**src/rtl/regfile_wb_ctrl.sv**
```systemverilog
// Register-file writeback controller: tracks pending writes in a busy
// scoreboard, holds issue on RAW/WAW hazards, and arbitrates the ALU and
// memory writeback channels onto a single register-file write port.
//
// Handshake semantics (all channels): a transfer happens on a rising edge
// where valid & ready are both high. ready never depends on the same
// channel's valid for issue; for writeback, ready is only offered to a
// channel that is presenting valid. A producer holding valid with ready low
// keeps its payload stable until the transfer happens.
module regfile_wb_ctrl #(
    parameter int NREG = 32,
    parameter int AW   = 5,
    parameter int DW   = 32
) (
    input  logic            clk,
    input  logic            rst_n,
    // Issue request
    input  logic            iss_valid,
    input  logic [AW-1:0]   iss_rs1,
    input  logic [AW-1:0]   iss_rs2,
    input  logic [AW-1:0]   iss_rd,
    input  logic            iss_wen,
    output logic            iss_ready,
    // ALU writeback channel
    input  logic            alu_wb_valid,
    input  logic [AW-1:0]   alu_wb_rd,
    input  logic [DW-1:0]   alu_wb_data,
    output logic            alu_wb_ready,
    // Memory writeback channel
    input  logic            mem_wb_valid,
    input  logic [AW-1:0]   mem_wb_rd,
    input  logic [DW-1:0]   mem_wb_data,
    output logic            mem_wb_ready,
    // Register-file write port (file writes on the falling edge)
    output logic [AW-1:0]   rf_write_reg,
    output logic [DW-1:0]   rf_write_alu,
    output logic [DW-1:0]   rf_write_mem,
    output logic            rf_mux,
    // Status
    output logic [NREG-1:0] busy,
    output logic            wb_err
);

    // Index space of AW bits may exceed NREG; lookups go through a padded
    // copy so an out-of-range index simply reads as "not busy".
    localparam int NPAD = 1 << AW;

    logic [NREG-1:0] r_busy;
    logic            r_wb_err;
    logic [AW-1:0]   r_rf_write_reg;
    logic [DW-1:0]   r_rf_write_alu;
    logic [DW-1:0]   r_rf_write_mem;
    logic            r_rf_mux;
    // Round-robin pointer: 0 = ALU wins the next contest, 1 = Mem wins.
    logic            r_rr_ptr;

    logic [NPAD-1:0] w_busy_pad;
    logic [NPAD-1:0] w_busy_nxt_pad;
    logic            w_iss_fire;
    logic            w_alu_acc;
    logic            w_mem_acc;
    logic            w_wb_any;
    logic            w_contest;
    logic [AW-1:0]   w_wb_rd;
    logic            w_wb_err_set;

    // Zero-extend the scoreboard into the full index space
    always_comb begin
        w_busy_pad             = '0;
        w_busy_pad[NREG-1:0]   = r_busy;
    end

    // Issue hazard check: any busy source, or a busy destination when writing
    assign iss_ready  = ~(w_busy_pad[iss_rs1] | w_busy_pad[iss_rs2] |
                          (iss_wen & w_busy_pad[iss_rd]));
    assign w_iss_fire = iss_valid & iss_ready;

    // Writeback arbitration: lone requester wins, contest resolved by pointer
    assign w_contest    = alu_wb_valid & mem_wb_valid;
    assign alu_wb_ready = alu_wb_valid & (~mem_wb_valid | ~r_rr_ptr);
    assign mem_wb_ready = mem_wb_valid & (~alu_wb_valid |  r_rr_ptr);
    assign w_alu_acc    = alu_wb_valid & alu_wb_ready;
    assign w_mem_acc    = mem_wb_valid & mem_wb_ready;
    assign w_wb_any     = w_alu_acc | w_mem_acc;
    assign w_wb_rd      = w_alu_acc ? alu_wb_rd : mem_wb_rd;

    // A writeback to a nonzero register nobody is waiting on is an error
    assign w_wb_err_set = w_wb_any & (w_wb_rd != '0) & ~w_busy_pad[w_wb_rd];

    // Next scoreboard: clear the accepted writeback, set the issued destination
    always_comb begin
        w_busy_nxt_pad = w_busy_pad;
        if (w_wb_any) begin
            w_busy_nxt_pad[w_wb_rd] = 1'b0;
        end
        if (w_iss_fire && iss_wen && (iss_rd != '0)) begin
            w_busy_nxt_pad[iss_rd] = 1'b1;
        end
        w_busy_nxt_pad[0] = 1'b0;
    end

    // Scoreboard, error flag and arbitration pointer
    always_ff @(posedge clk or negedge rst_n) begin
        if (!rst_n) begin
            r_busy   <= '0;
            r_wb_err <= 1'b0;
            r_rr_ptr <= 1'b0;
        end else begin
            r_busy <= w_busy_nxt_pad[NREG-1:0];
            if (w_wb_err_set) begin
                r_wb_err <= 1'b1;
            end
            if (w_contest) begin
                r_rr_ptr <= ~r_rr_ptr;
            end
        end
    end

    // Register-file write port: register 0 doubles as "no write this cycle"
    always_ff @(posedge clk or negedge rst_n) begin
        if (!rst_n) begin
            r_rf_write_reg <= '0;
            r_rf_write_alu <= '0;
            r_rf_write_mem <= '0;
            r_rf_mux       <= 1'b0;
        end else if (w_alu_acc) begin
            r_rf_write_reg <= alu_wb_rd;
            r_rf_write_alu <= alu_wb_data;
            r_rf_mux       <= 1'b1;
        end else if (w_mem_acc) begin
            r_rf_write_reg <= mem_wb_rd;
            r_rf_write_mem <= mem_wb_data;
            r_rf_mux       <= 1'b0;
        end else begin
            r_rf_write_reg <= '0;
        end
    end

    assign rf_write_reg = r_rf_write_reg;
    assign rf_write_alu = r_rf_write_alu;
    assign rf_write_mem = r_rf_write_mem;
    assign rf_mux       = r_rf_mux;
    assign busy         = r_busy;
    assign wb_err       = r_wb_err;

endmodule

```
**config.mk**
```make
export PLATFORM = sky130hd
export DESIGN_NAME = regfile_wb_ctrl
export DESIGN_NICKNAME = d
export VERILOG_FILES = /design/src/rtl/regfile_wb_ctrl.sv
export SDC_FILE = /design/constraint.sdc
export NUM_CORES = 1
export LEC_CHECK = 0
export CORE_ASPECT_RATIO = 1.4
export CORE_UTILIZATION = 60
export CTS_CLUSTER_SIZE = 28
export DETAILED_ROUTE_END_ITERATION = 6
export DONT_BUFFER_PORTS = 1
export PLACE_DENSITY = 0.75
export SYNTH_ARGS = -nofsm -noshare
export SYNTH_HDL_FRONTEND = slang
export SYNTH_SLANG_ARGS = --single-unit
```
**constraint.sdc**
```tcl
create_clock -name clk -period 4.4 [get_ports clk]
set_input_delay 0.88 -clock clk [delete_from_list [all_inputs] [get_ports clk]]
set_output_delay 0.88 -clock clk [all_outputs]
set_load 0.02 [all_outputs]
```
Word-level counts from Yosys, hierarchy flattened
Cells that the tools add are included.
- $lt $le $gt $ge: 6
- multiplexer cells: 19
- bitwise operators: 23
- reductions and logical operators: 8
- operators with widths (kind ; number):
    $mux 32 ; 2
    $and 32x32->32 ; 1
    $not 32->32 ; 1
    $or 32x32->32 ; 1
    $lt 5x6->1 const B ; 4
    $bmux 1 s5 ; 4
    $mux 5 ; 3
    $demux 1 s5 ; 2
    $ge 5x1->1 const B ; 2
    $reduce_bool 5->1 ; 2
    $and 1x1->1 ; 9
    $mux 1 ; 8
    $not 1->1 ; 6
    $or 1x1->1 ; 5
    $logic_and 1x1->1 ; 4
    $reduce_and 2->1 ; 1
    $reduce_bool 2->1 ; 1
- bits in registers: 103
- output and inout bits: 106

Longest topological paths before layout
- depth after elaboration: 14
- gate-level depth with buffers: 8

Least setup slack after synthesis
OpenSTA, ideal clock, no wires.
- path kind: input-to-output
- start point: input port iss_rs1[0]
- end point: output port iss_ready
- data arrival time: 2.840 ns
- data required time: 3.520 ns
- path slack: 0.680 ns
- stages: 7
- path buffers: 2
- cells stage by stage: buf_2 -> mux4_2 -> mux4_2 -> mux2i_1 -> nand2_1 -> buf_2 -> a21oi_1
- word-level cells in the longest chain between the ends: 5
- ends and longest elaborated chain (item ; line ; RTL):
    start, declared ; 19 ; input logic [AW-1:0] iss_rs1,
    $bmux 1 s5 ; 74 ; assign iss_ready = ~(w_busy_pad[iss_rs1] | w_busy_pad[iss_rs2] |
    $mux 1 (implied by the code) ; 74 ;
    $or 1x1->1 (2 in series) ; 74 ;
    $not 1->1 ; 74 ;
    end, declared ; 23 ; output logic iss_ready,
No other way between the ends. The select of a mux whose other input is x is not followed.

Worst setup path after layout
- start point: register r_busy[27] (netlist: busy[27])
- end point: output port iss_ready
- word-level cells in the longest chain between the ends: 5
- elaborated cells on any way between the ends: 10
- classes of those cells: 6 x mux; 4 x bitwise
- ends and longest elaborated chain (item ; line ; RTL):
    start, declared ; 48 ; logic [NREG-1:0] r_busy;
    start signal, assigned ; 109 ; r_busy <= w_busy_nxt_pad[NREG-1:0];
    $bmux 1 s5, on equally long branches ; 74, 75 ;
    $mux 1, on equally long branches ; 74, 75 ;
    $or 1x1->1 / $and 1x1->1 (equally long branches) ; 74, 75 ;
    $or 1x1->1 (*) ; 74 ;
    $not 1->1 (*) ; 74 ;
Mark *: on every way between the ends. The rest lies on a longest branch, timed or not. The select of a mux whose other input is x is not followed.

==> results_dict.tcl <==
set metrics [dict create \
    gr-usage-all-layers_pct 31.29 \
    cts_root_buffer "clkbuf_16" \
    seq_area_frac_synth_pct 48.15 \
    grt_max_degree 104 \
    grt_setup_unrepaired "no" \
    layout-drive-gt1-share_pct 29.03 \
    drt-wirelength-per-cell_um 27.88 \
    hold_buffers 0 \
    placed_cell_area_um2 5381 \
    worstHoldPathType "input pin to asynchronous set/reset pin" \
    worstSetupPathType "register to output pin" \
    syn-num-nets 513 \
    cts_tree "built" \
    min_period_ns 3.650 \
    p_int_mw 2.123 \
    tightest_slew_ns 0.8173 \
    synth_cell_type_count 48 \
    finalHoldWorstSlack_ns 0.2259 \
    maxCapViolations 0 \
    die_x_um 81.83 \
    worst-path-max-fanout 32 \
    post-cts-setup-buffer-count 0 \
    drtIter0Drc 466 \
    n_antenna_cell 0 \
    antenna_found_initial 0 \
    yosysWarnings 0 \
    cts_buffer_depth 2 \
    fin_skew_ns 0.005376 \
    ir_drop_mv 0.3619 \
    cellPowerDensity_nw_per_um2 608.7 \
    finalPower_mw 3.471 \
    critPathCaptureType "output pin" \
    via_count 3866 \
    dp_hpwl_mm 9.864 \
    stdcell_area_um2 5703 \
    vias_per_cell 7.610 \
    synth_edf_count 0 \
    report.final.slew_viol_count 0 \
    remaining_drc_errors 0 \
    hold_viol 0 \
    synthCells 418 \
    portBuffers 0 \
    synth_xor_area_share_pct 0.1636 \
    p_switching_mw 1.348 \
    ys_ff_latch 103 \
    place_congestion 0.9404 \
    layout_commonest_cell "dfrtp_1" \
    synthMuxAreaShare_pct 28.56 \
    fp-row-count 40 \
    slew_headroom_pct 45.38 \
    die-area_um2 9308 \
    worst_skew_pair.late_latency_ns 0.34 \
    yosys.area_share.adder_pct 0 \
    htreeDepth 3 \
    final_cell_mix "103 x dfrtp_1, 68 x mux2_2, 32 x o21ai_0" \
    pwr-share-seq_pct 53.5 \
    dp.cells 493 \
    wirelength_mm 14.16 \
    leakage_nw 2.254 \
    synth_top_family_by_area "multiplexers" \
    p_clk_share_pct 24.6 \
    grt_pass1_vias 3877 \
    firstDrtPassIters 7 \
    yosys_most_used_dff "dfrtp_1" \
    core-area_um2 8608 \
    layoutNonFillerInstCount 508 \
    cp.required_ns 3.52 \
    postRouteAntennaNets 0 \
    avgSynthCellArea_um2 12.81 \
    final-setup-viol-count 0 \
    synth_compound_area_share_pct 13.86 \
    async_flop_share_pct 100.0 \
    max_freq_ghz 0.2740 \
    setup.worst_path.start_class "register" \
    numClockSinks 103 \
    swShare_pct 38.84 \
    cts_resized 0 \
    tns_ns 0 \
    synth-simple-area-share_pct 5.587 \
    critPathArrivalTime_ns 2.77 \
    numCtsBuffers 9 \
    period_share_pct 82.95 \
    grt.overflow.total 0 \
    dieHeight_um 113.8 \
    grt_pass1_wl_mm 21.22 \
    syn-cell-area_um2 5353 \
    start_util_pct 62.18 \
    status "finished clean" \
    nets 494 \
    p_comb_share_pct 21.9 \
    area_delta_synth_final_pct 6.545 \
    clk_pin_slew_ns 0.07 \
    ios 201 \
]
-- synth_stat cells, types with 2 or more instances --
cell      count  area (um2)
clkbuf_1     14       52.55
o21ai_0      32       160.2
nor4bb_1      2       20.02
o41ai_1      31       271.5
nor3b_1       4       30.03
o221ai_1      4       35.03
a22o_1        4       35.03
mux2i_1      20       200.2
buf_2        14       70.07
a41oi_1       2       17.52
a31oi_1       5       31.28
nand2_1       8       30.03
mux4_2       25       563.0
o22a_1        2       17.52
nor3_1        7       35.03
dfrtp_1     103        2577
nand3b_1      4       30.03
o211ai_1      4       30.03
clkbuf_2      2       10.01
a22oi_1       2       15.01
o22ai_1       3       18.77
nor2b_1       6       37.54
a21oi_1       5       25.02
inv_1        11       41.29
nor2_1        8       30.03
mux2_2       68       765.7
buf_1         3       11.26
nor4b_1       2       17.52
nand3_1       4       20.02
-- kinds of logic (layout without fill, tap and decap cells) --
logic type | count (synthesis) | after routing
xor gates and xnor gates | 1 | 1
DFF | 103 | 103
muxes | 113 | 113
buffers and inverters | 45 | 30
other | 1 | 1
and+or+nand+nor | 52 | 52
AOI/OAI and AO/OA | 103 | 103
-- through the flow --
stage	util, %	setup slack [ns]
floorplan	-	0.6803
global placement	62.51	0.8617
detailed placement	62.51	0.8406
CTS	66.25	0.7799
global route	66.25	0.6322
finish	66.25	0.7501
-- worst paths after layout --
check                                     startpoint                          end  slack [ns]  cells after the start
worst max-delay path              busy[27]$_DFF_PN0_                    iss_ready        0.75                      6
worst min-delay path                           rst_n  rf_write_mem[8]$_DFFE_PN0P_        0.23                      0
worst max register to register  r_rr_ptr$_DFFE_PN0P_           wb_err$_DFFE_PN0P_        1.51                      6
worst min register to register  r_rr_ptr$_DFFE_PN0P_         r_rr_ptr$_DFFE_PN0P_        0.60                      1
max in group asynchronous                      rst_n           busy[14]$_DFF_PN0_        4.02                      0
min in group clk                r_rr_ptr$_DFFE_PN0P_         r_rr_ptr$_DFFE_PN0P_        0.60                      1
-- power groups by stage --
stage	Sequential (mW)	Clock (mW)	Combinational (mW)
finish	1.86	0.854	0.761
global route	1.88	0.891	0.823
CTS	1.85	0.859	0.751
detailed placement	1.86	0	0.751
global placement	1.86	0	0.716
floorplan	1.72	0	0.659
-- worst max-delay path, stage by stage, from the launching register on --
cell and delay (ns):
dfrtp_1 0.56, mux4_2 0.53, mux4_2 0.48, mux2i_1 0.14
nand2_1 0.06, buf_4 0.23, a21oi_1 0.41
-- routing by layer --
metal / vias to the layer above / routed length (um) / GRT usage, %
met5: - / 0 / 0
met4: 0 / 697 / 18.48
met3: 61 / 1696 / 10.80
met2: 314 / 6912 / 47.88
met1: 1898 / 4856 / 37.75
li1: 1593 / - / -
-- cell type report --
| type | instances | area [um2] |
|---|---|---|
| inverter | 11 | 41.29 |
| clock inverter | 4 | 78.83 |
| fill | 647 | 2905 |
| multi-input combinational | 270 | 2601 |
| sequential | 103 | 2577 |
| timing repair buffer | 4 | 30.03 |
| clock buffer | 11 | 242.7 |
| tap | 105 | 131.4 |
Note: power is estimated with default switching activity, not from simulation.
